### config.mk
export PLATFORM = sky130hd
export DESIGN_NAME = time_set_unit_flat
export DESIGN_NICKNAME = d
export VERILOG_FILES = /design/src/rtl/time_set_unit_if.sv /design/src/rtl/time_set_unit.sv /design/src/flat_wrapper.sv
export SDC_FILE = /design/constraint.sdc
export NUM_CORES = 1
export LEC_CHECK = 0
export ABC_AREA = 1
export CORE_ASPECT_RATIO = 1.5
export CORE_MARGIN = 2
export CORE_UTILIZATION = 47
export CTS_CLUSTER_DIAMETER = 150
export DETAILED_ROUTE_END_ITERATION = 8
export PLACE_DENSITY = 0.73
export SYNTH_ARGS = -nofsm -noshare
export SYNTH_HDL_FRONTEND = slang
export SYNTH_SLANG_ARGS = --single-unit
### constraint.sdc
create_clock -name clk_i -period 1.8 [get_ports clk_i]
set_input_delay 0.18 -clock clk_i [delete_from_list [all_inputs] [get_ports clk_i]]
set_output_delay 0.18 -clock clk_i [all_outputs]
set_load 0.01 [all_outputs]
### src/rtl/time_set_unit_if.sv
// Signal bundle between the time-set unit and its host: set-mode control,
// raw push buttons, running-time load bus, edited time and commit strobe.
interface time_set_unit_if;
    logic       set_en;
    logic       btn_min_n;
    logic       btn_hour_n;
    logic [3:0] cur_h1;
    logic [3:0] cur_h0;
    logic [3:0] cur_m1;
    logic [3:0] cur_m0;
    logic       cur_pm;
    logic [3:0] h1;
    logic [3:0] h0;
    logic [3:0] m1;
    logic [3:0] m0;
    logic       pm;
    logic       commit;

    modport master (
        output set_en, btn_min_n, btn_hour_n,
        output cur_h1, cur_h0, cur_m1, cur_m0, cur_pm,
        input  h1, h0, m1, m0, pm, commit
    );

    modport slave (
        input  set_en, btn_min_n, btn_hour_n,
        input  cur_h1, cur_h0, cur_m1, cur_m0, cur_pm,
        output h1, h0, m1, m0, pm, commit
    );
endinterface

### src/rtl/time_set_unit.sv
// Time-set unit: debounced minute/hour buttons edit a BCD time captured on set entry.
// Build option TIME_SET_AUTO_REPEAT_EN adds hold-to-auto-repeat to both buttons.
//
// Button FSM states:
//   state     | meaning
//   ST_IDLE   | button released, waiting for a debounced press
//   ST_HOLD   | pressed, timing the initial auto-repeat delay (auto-repeat build)
//   ST_REPEAT | held past the delay, stepping at the repeat rate (auto-repeat build)
//   ST_HELD   | pressed, one increment issued, waiting for release (single-step build)
module time_set_unit #(
    parameter int          MODE_24H        = 1,
    parameter int unsigned DEBOUNCE_CYCLES = 16,
    parameter int unsigned REPEAT_DELAY    = 1000,
    parameter int unsigned REPEAT_RATE     = 250
) (
    input  logic           clk_i,
    input  logic           reset_i,
    time_set_unit_if.slave tsu
);

    localparam int DB_W = (DEBOUNCE_CYCLES > 1) ? $clog2(DEBOUNCE_CYCLES) : 1;
    localparam logic [DB_W-1:0] DB_LOAD = DB_W'(DEBOUNCE_CYCLES - 1);

`ifdef TIME_SET_AUTO_REPEAT_EN
    localparam int unsigned RPT_MAX = (REPEAT_DELAY > REPEAT_RATE) ? REPEAT_DELAY : REPEAT_RATE;
    localparam int RPT_W = (RPT_MAX > 1) ? $clog2(RPT_MAX) : 1;
    localparam logic [RPT_W-1:0] DELAY_LOAD = RPT_W'(REPEAT_DELAY - 1);
    localparam logic [RPT_W-1:0] RATE_LOAD  = RPT_W'(REPEAT_RATE - 1);
    localparam int ST_W = 2;
    localparam logic [ST_W-1:0] ST_IDLE   = 2'd0;
    localparam logic [ST_W-1:0] ST_HOLD   = 2'd1;
    localparam logic [ST_W-1:0] ST_REPEAT = 2'd2;
`else
    localparam int ST_W = 1;
    localparam logic [ST_W-1:0] ST_IDLE = 1'b0;
    localparam logic [ST_W-1:0] ST_HELD = 1'b1;
`endif

    localparam logic [3:0] H1_RST = (MODE_24H != 0) ? 4'd0 : 4'd1;
    localparam logic [3:0] H0_RST = (MODE_24H != 0) ? 4'd0 : 4'd2;

    logic [1:0] btn_n_w;
    logic [1:0] inc_w;

    assign btn_n_w = {tsu.btn_hour_n, tsu.btn_min_n};

    // Index 0 = minute button, index 1 = hour button.
    for (genvar b = 0; b < 2; b++) begin : g_btn
        logic            sync1_q;
        logic            sync2_q;
        logic            db_q;
        logic            armed_q;
        logic [DB_W-1:0] db_cnt_q;
        logic [ST_W-1:0] st_q;
        logic [ST_W-1:0] st_d;
        logic            accept_w;
        logic            press_w;
        logic            release_w;
        logic            inc_d;

        // Synchroniser resets to "pressed" so a button held through reset is never
        // armed until a real released level has been observed.
        assign accept_w  = (sync2_q != db_q) && (db_cnt_q == '0);
        assign press_w   = accept_w && !sync2_q && armed_q;
        assign release_w = accept_w && sync2_q;

        always_ff @(posedge clk_i or posedge reset_i) begin
            if (reset_i) begin
                sync1_q  <= 1'b0;
                sync2_q  <= 1'b0;
                db_q     <= 1'b1;
                armed_q  <= 1'b0;
                db_cnt_q <= DB_LOAD;
            end else begin
                sync1_q <= btn_n_w[b];
                sync2_q <= sync1_q;
                if (sync2_q) begin
                    armed_q <= 1'b1;
                end
                if ((sync2_q == db_q) || accept_w) begin
                    db_cnt_q <= DB_LOAD;
                end else begin
                    db_cnt_q <= db_cnt_q - DB_W'(1);
                end
                if (accept_w) begin
                    db_q <= sync2_q;
                end
            end
        end

`ifdef TIME_SET_AUTO_REPEAT_EN
        logic [RPT_W-1:0] rpt_cnt_q;
        logic [RPT_W-1:0] rpt_cnt_d;

        always_comb begin
            st_d      = st_q;
            rpt_cnt_d = rpt_cnt_q;
            inc_d     = 1'b0;
            case (st_q)
                ST_IDLE: begin
                    if (press_w) begin
                        inc_d     = 1'b1;
                        st_d      = ST_HOLD;
                        rpt_cnt_d = DELAY_LOAD;
                    end
                end
                ST_HOLD: begin
                    if (release_w) begin
                        st_d = ST_IDLE;
                    end else if (rpt_cnt_q == '0) begin
                        inc_d     = 1'b1;
                        st_d      = ST_REPEAT;
                        rpt_cnt_d = RATE_LOAD;
                    end else begin
                        rpt_cnt_d = rpt_cnt_q - RPT_W'(1);
                    end
                end
                ST_REPEAT: begin
                    if (release_w) begin
                        st_d = ST_IDLE;
                    end else if (rpt_cnt_q == '0) begin
                        inc_d     = 1'b1;
                        rpt_cnt_d = RATE_LOAD;
                    end else begin
                        rpt_cnt_d = rpt_cnt_q - RPT_W'(1);
                    end
                end
                default: st_d = ST_IDLE;
            endcase
        end

        always_ff @(posedge clk_i or posedge reset_i) begin
            if (reset_i) begin
                st_q      <= ST_IDLE;
                rpt_cnt_q <= '0;
            end else begin
                st_q      <= st_d;
                rpt_cnt_q <= rpt_cnt_d;
            end
        end
`else
        always_comb begin
            st_d  = st_q;
            inc_d = 1'b0;
            case (st_q)
                ST_IDLE: begin
                    if (press_w) begin
                        inc_d = 1'b1;
                        st_d  = ST_HELD;
                    end
                end
                ST_HELD: begin
                    if (release_w) begin
                        st_d = ST_IDLE;
                    end
                end
                default: st_d = ST_IDLE;
            endcase
        end

        always_ff @(posedge clk_i or posedge reset_i) begin
            if (reset_i) begin
                st_q <= ST_IDLE;
            end else begin
                st_q <= st_d;
            end
        end
`endif

        assign inc_w[b] = inc_d;
    end

`ifndef TIME_SET_AUTO_REPEAT_EN
    // Repeat timing has no effect in the single-step build; zero values are tolerated.
    if ((REPEAT_DELAY == 0) && (REPEAT_RATE == 0)) begin : g_no_repeat_timing
    end
`endif

    logic       set_en_q;
    logic       commit_q;
    logic       load_w;
    logic       inc_min_w;
    logic       inc_hour_w;
    logic       min_legal_w;
    logic       hour_legal_w;
    logic [3:0] h1_q, h0_q, m1_q, m0_q;
    logic [3:0] h1_d, h0_d, m1_d, m0_d;
    logic       pm_q, pm_d;

    assign load_w     = tsu.set_en && !set_en_q;
    assign inc_min_w  = inc_w[0] && tsu.set_en && !load_w;
    assign inc_hour_w = inc_w[1] && tsu.set_en && !load_w;

    assign min_legal_w = (m1_q <= 4'd5) && (m0_q <= 4'd9);

    always_comb begin
        if (MODE_24H != 0) begin
            hour_legal_w = (h0_q <= 4'd9) &&
                           ((h1_q <= 4'd1) || ((h1_q == 4'd2) && (h0_q <= 4'd3)));
        end else begin
            hour_legal_w = ((h1_q == 4'd0) && (h0_q >= 4'd1) && (h0_q <= 4'd9)) ||
                           ((h1_q == 4'd1) && (h0_q <= 4'd2));
        end
    end

    // Out-of-range captured values fall back to the field minimum on the next step.
    always_comb begin
        m1_d = m1_q;
        m0_d = m0_q;
        if (load_w) begin
            m1_d = tsu.cur_m1;
            m0_d = tsu.cur_m0;
        end else if (inc_min_w) begin
            if (!min_legal_w || ((m1_q == 4'd5) && (m0_q == 4'd9))) begin
                m1_d = 4'd0;
                m0_d = 4'd0;
            end else if (m0_q == 4'd9) begin
                m1_d = m1_q + 4'd1;
                m0_d = 4'd0;
            end else begin
                m0_d = m0_q + 4'd1;
            end
        end
    end

    always_comb begin
        h1_d = h1_q;
        h0_d = h0_q;
        pm_d = pm_q;
        if (load_w) begin
            h1_d = tsu.cur_h1;
            h0_d = tsu.cur_h0;
            pm_d = (MODE_24H != 0) ? 1'b0 : tsu.cur_pm;
        end else if (inc_hour_w) begin
            if (MODE_24H != 0) begin
                if (!hour_legal_w || ((h1_q == 4'd2) && (h0_q == 4'd3))) begin
                    h1_d = 4'd0;
                    h0_d = 4'd0;
                end else if (h0_q == 4'd9) begin
                    h1_d = h1_q + 4'd1;
                    h0_d = 4'd0;
                end else begin
                    h0_d = h0_q + 4'd1;
                end
            end else begin
                if (!hour_legal_w || ((h1_q == 4'd1) && (h0_q == 4'd2))) begin
                    h1_d = 4'd0;
                    h0_d = 4'd1;
                end else if ((h1_q == 4'd1) && (h0_q == 4'd1)) begin
                    h0_d = 4'd2;
                    pm_d = !pm_q;
                end else if (h0_q == 4'd9) begin
                    h1_d = 4'd1;
                    h0_d = 4'd0;
                end else begin
                    h0_d = h0_q + 4'd1;
                end
            end
        end
    end

    always_ff @(posedge clk_i or posedge reset_i) begin
        if (reset_i) begin
            set_en_q <= 1'b0;
            commit_q <= 1'b0;
            h1_q     <= H1_RST;
            h0_q     <= H0_RST;
            m1_q     <= 4'd0;
            m0_q     <= 4'd0;
            pm_q     <= 1'b0;
        end else begin
            set_en_q <= tsu.set_en;
            commit_q <= set_en_q && !tsu.set_en;
            h1_q     <= h1_d;
            h0_q     <= h0_d;
            m1_q     <= m1_d;
            m0_q     <= m0_d;
            pm_q     <= pm_d;
        end
    end

    assign tsu.h1     = h1_q;
    assign tsu.h0     = h0_q;
    assign tsu.m1     = m1_q;
    assign tsu.m0     = m0_q;
    assign tsu.pm     = pm_q;
    assign tsu.commit = commit_q;

endmodule
### src/flat_wrapper.sv
// flat-port wrapper written by rule: the top's interface ports become plain ports
module time_set_unit_flat 
#(
    parameter int          MODE_24H        = 1,
    parameter int unsigned DEBOUNCE_CYCLES = 16,
    parameter int unsigned REPEAT_DELAY    = 1000,
    parameter int unsigned REPEAT_RATE     = 250
)
  (clk_i, reset_i, tsu_set_en, tsu_btn_min_n, tsu_btn_hour_n, tsu_cur_h1, tsu_cur_h0, tsu_cur_m1, tsu_cur_m0, tsu_cur_pm, tsu_h1, tsu_h0, tsu_m1, tsu_m0, tsu_pm, tsu_commit);
  time_set_unit_if tsu_i ();
  input  logic clk_i;
  input  logic reset_i;
  input wire logic [$bits(tsu_i.set_en)-1:0] tsu_set_en;
  input wire logic [$bits(tsu_i.btn_min_n)-1:0] tsu_btn_min_n;
  input wire logic [$bits(tsu_i.btn_hour_n)-1:0] tsu_btn_hour_n;
  input wire logic [$bits(tsu_i.cur_h1)-1:0] tsu_cur_h1;
  input wire logic [$bits(tsu_i.cur_h0)-1:0] tsu_cur_h0;
  input wire logic [$bits(tsu_i.cur_m1)-1:0] tsu_cur_m1;
  input wire logic [$bits(tsu_i.cur_m0)-1:0] tsu_cur_m0;
  input wire logic [$bits(tsu_i.cur_pm)-1:0] tsu_cur_pm;
  output wire logic [$bits(tsu_i.h1)-1:0] tsu_h1;
  output wire logic [$bits(tsu_i.h0)-1:0] tsu_h0;
  output wire logic [$bits(tsu_i.m1)-1:0] tsu_m1;
  output wire logic [$bits(tsu_i.m0)-1:0] tsu_m0;
  output wire logic [$bits(tsu_i.pm)-1:0] tsu_pm;
  output wire logic [$bits(tsu_i.commit)-1:0] tsu_commit;
  assign tsu_i.set_en = tsu_set_en;
  assign tsu_i.btn_min_n = tsu_btn_min_n;
  assign tsu_i.btn_hour_n = tsu_btn_hour_n;
  assign tsu_i.cur_h1 = tsu_cur_h1;
  assign tsu_i.cur_h0 = tsu_cur_h0;
  assign tsu_i.cur_m1 = tsu_cur_m1;
  assign tsu_i.cur_m0 = tsu_cur_m0;
  assign tsu_i.cur_pm = tsu_cur_pm;
  assign tsu_h1 = tsu_i.h1;
  assign tsu_h0 = tsu_i.h0;
  assign tsu_m1 = tsu_i.m1;
  assign tsu_m0 = tsu_i.m0;
  assign tsu_pm = tsu_i.pm;
  assign tsu_commit = tsu_i.commit;
  time_set_unit #(.MODE_24H(MODE_24H), .DEBOUNCE_CYCLES(DEBOUNCE_CYCLES), .REPEAT_DELAY(REPEAT_DELAY), .REPEAT_RATE(REPEAT_RATE)) u_core (.clk_i(clk_i), .reset_i(reset_i), .tsu(tsu_i));
endmodule
==> impl_metrics.csv <==
group,metric,value,unit
run_status,run_status,"finished clean",
final_layout,mostFrequentLayoutCell,"sky130_fd_sc_hd__nand2_1",
logic_synthesis,async_flop_share,100.0,%
setup_path,critPathKind,"reg2reg",
floorplanning,ioPinCount,40,
setup_path,cp_slowest_cell,"sky130_fd_sc_hd__dfstp_2",
clocking,number_of_buffers_on_the_longest_clock_path,2,
pwr,leakagePower,1.377,nW
sta,rsz0062_at_grt,"false",
setup_path,critical-path-max-stage-delay,0.38,ns
route,drt_pass1_iterations,4,
logic_synthesis,syn_avg_cell_area,7.658,um2
sta,period_needed,1.563,ns
setup_path,worst-path-max-fanout,4,
sta,fmax,639.6,MHz
global_routing,grt_overflow,0,
clocking,cts_num_sinks,36,
setup_path,timing.critical_path.required,1.98,ns
floorplanning,core-area,4467,um2
place,placement.io_buffers,37,
clocking,clk_pin_slew,0.07,ns
setup_path,endpoint_kind,"flip-flop",
place,place_hpwl,3.184,mm
floorplanning,floorplan.die_area,5164,um2
global_routing,vias_in_the_first_global_route,1854,
run,maxCapViolCount,0,
sta,timing.final.setup_violations,0,
sta,timing.setup.tns,0,ns
clocking,tritoncts,"yes",
logic_synthesis,syn-instance-count,282,
sta,final_report_hold_violation_count,0,
sta,finalClockSkew,0.005488,ns
global_routing,grt_antenna_before_repair,0,
logic_synthesis,ys_types,33,
final_layout,area_growth_syn_to_layout,24.51,%
logic_synthesis,ys_seq_area_share,42.29,%
floorplanning,die_width,59.35,um
clocking,cts_max_level,2,
sta,final_worst_setup_slack,0.2366,ns
final_layout,layout.nets,359,
pwr,totalPowerFinal,3.014,mW
floorplanning,die-height,87.02,um
logic_synthesis,mapped_cell_area,2160,um2
route,drc_errors,0,
place,dp_slack,0.1929,ns
route,initial_detailed_routing_violation_count,66,
route,wl_per_cell,11.24,um
setup_path,critical_path.most_common_cell,"sky130_fd_sc_hd__nand2_1",
clocking,tritoncts.num_buffers,5,
place,placed_cells_incl_taps,367,
pwr,power.density,1121,nW/um2
place,place_area,2589,um2
global_routing,pin_count_of_the_biggest_net_entering_global_routing,37,
setup_path,list_of_cells_traversed_by_the_critical_path,"inv_1, ha_1, inv_1, nor3_2, nand3_1, a21oi_2, nand2_1, nand2_1, nand2_1",
global_routing,first_pass_grt_wire_length,7.755,mm
logic_synthesis,postSynth.topFlopCell,"sky130_fd_sc_hd__dfrtp_1",
logic_synthesis,synth_fp_nets,315,
place,gp_congestion,0.7785,
clocking,cts.repair.resized,0,
route,num_vias,1851,
sta,period_share,86.86,%
setup_path,worst_setup_path_start_kind,"flip-flop",
floorplanning,initial_core_util,48.35,%
setup_path,arrival,1.74,ns
route,antenna_violating_nets_post_route,0,
clocking,cts.repair_timing.setup_buffer_count,0,
route,avgViaCountPerCell,4.936,
final_layout,n_diodes,0,
logic_synthesis,synth_edf_count,0,
clocking,clock-root-buffer,"sky130_fd_sc_hd__clkbuf_8",
final_layout,layout_common_cells,"sky130_fd_sc_hd__nand2_1 (100), sky130_fd_sc_hd__clkdlybuf4s50_1 (37), sky130_fd_sc_hd__inv_1 (31)",
final_layout,final_layout_size_suffix_gt1_share,14.07,%
pwr,worst_supply_voltage_drop_on_vdd,689.6,uV
clocking,cts-hold-fix-buffers,0,
global_routing,grt_util_all_layers,19.31,%
setup_path,register_to_register_setup_slack,0.24,ns
sta,slew_limit_fails,0,
final_layout,finalInstanceArea,2689,um2
floorplanning,fp-row-count,30,
logic_synthesis,postSynthRegisterBits,36,
logic_synthesis,yosys_warnings,0,
clocking,clock_insertion_delay_worst_skew,0.28,ns
hold_path,worst_hold_path_type,"in2async",
final_layout,layout.cells.non_filler,375,
route,drt_wl_total,4.216,mm
## flip-flops by register name, indices dropped and copies added, names as in the netlist
register,cells
u_core.set_en_q,1
u_core.tsu.h1,4
u_core.g_btn.db_cnt_q,8
u_core.g_btn.sync1_q,2
u_core.tsu.h0,4
u_core.tsu.m0,4
u_core.g_btn.armed_q,2
u_core.g_btn.db_q,2
u_core.g_btn.st_q,2
u_core.tsu.commit,1
u_core.tsu.m1,4
u_core.g_btn.sync2_q,2
## where the power goes
part	internal [mW]	total [mW]	switching [mW]
registers	0.962	1.17	0.204
logic	0.570	1.22	0.650
clock network	0.349	0.628	0.279
## Yosys cell counts (3+ instances only)
master                    instances  area, um2
sky130_fd_sc_hd__dfrtp_1         26      650.6
sky130_fd_sc_hd__o21ai_0          7      35.03
sky130_fd_sc_hd__nor2_2           4      25.02
sky130_fd_sc_hd__a21oi_1          4      20.02
sky130_fd_sc_hd__xnor2_1          3      26.28
sky130_fd_sc_hd__ha_1            11      137.6
sky130_fd_sc_hd__inv_2            5      18.77
sky130_fd_sc_hd__nand2_1        100      375.4
sky130_fd_sc_hd__nand3_1         13      65.06
sky130_fd_sc_hd__nor3_1           3      15.01
sky130_fd_sc_hd__nand4_1          9      56.30
sky130_fd_sc_hd__nor2_1          28      105.1
sky130_fd_sc_hd__dfstp_2         10      262.8
sky130_fd_sc_hd__nand3_2          3      30.03
sky130_fd_sc_hd__inv_1           31      116.4
## cell families after synthesis
group / after synthesis / synth area share [%]
flip-flops: 36 / 42.29
AO/OA/AOI/OAI: 16 / 4.230
XOR/XNOR: 5 / 2.028
adder cells (fa/ha/maj): 11 / 6.373
buffers and inverters: 41 / 7.937
other: 1 / 0.1736
AND/OR/NAND/NOR: 172 / 36.96
## through the flow
| stage | hold slack (ns) | util, % |
|---|---|---|
| after floorplan | 0.2114 | - |
| after global routing | 0.3356 | 60.20 |
| after detailed placement | 0.3444 | 57.96 |
| after CTS | 0.3114 | 60.20 |
| after global placement | 0.3350 | 57.96 |
| final | 0.3035 | 60.20 |
## critical path: cells and delay by family, from the launching register on
kind | cells | cell delay (ns)
and+or+nand+nor | 5 | 0.57
DFF | 1 | 0.38
AOI/OAI and AO/OA | 1 | 0.25
adders and majority gates | 1 | 0.14
buffers and inverters | 2 | 0.13
## per-layer routing
layer | vias up | GRT usage [%] | wire length, um
met5 | - | 0 | 0
met4 | 0 | 7.025 | 46
met3 | 6 | 4.012 | 118
met2 | 30 | 34.07 | 2215
met1 | 854 | 22.37 | 1836
li1 | 961 | - | -
## worst paths after layout
check / from / to / depth (start not counted)
worst max-delay path: u_core.g_btn[1].db_cnt_q[0] / u_core.tsu.h1[2] / 9
worst min-delay path: reset_i / u_core.tsu.m0[0] / 3
worst max register to register: u_core.g_btn[1].db_cnt_q[0] / u_core.tsu.h1[2] / 9
worst min register to register: u_core.g_btn[0].sync1_q / u_core.g_btn[0].sync2_q / 0
max in group asynchronous: reset_i / u_core.g_btn[1].db_cnt_q[3] / 3
min in group clk_i: tsu_btn_min_n / u_core.g_btn[0].sync1_q / 1
## final cells by class
type / instances / area (um2)
Timing Repair Buffer: 40 / 392.9
Clock buffer: 8 / 100.1
Inverter: 38 / 147.6
Multi-Input combinational cell: 205 / 1075
Tap cell: 48 / 60.06
Fill cell: 415 / 1778
Sequential cell: 36 / 913.4
Note: power is estimated with default switching activity, not from simulation.
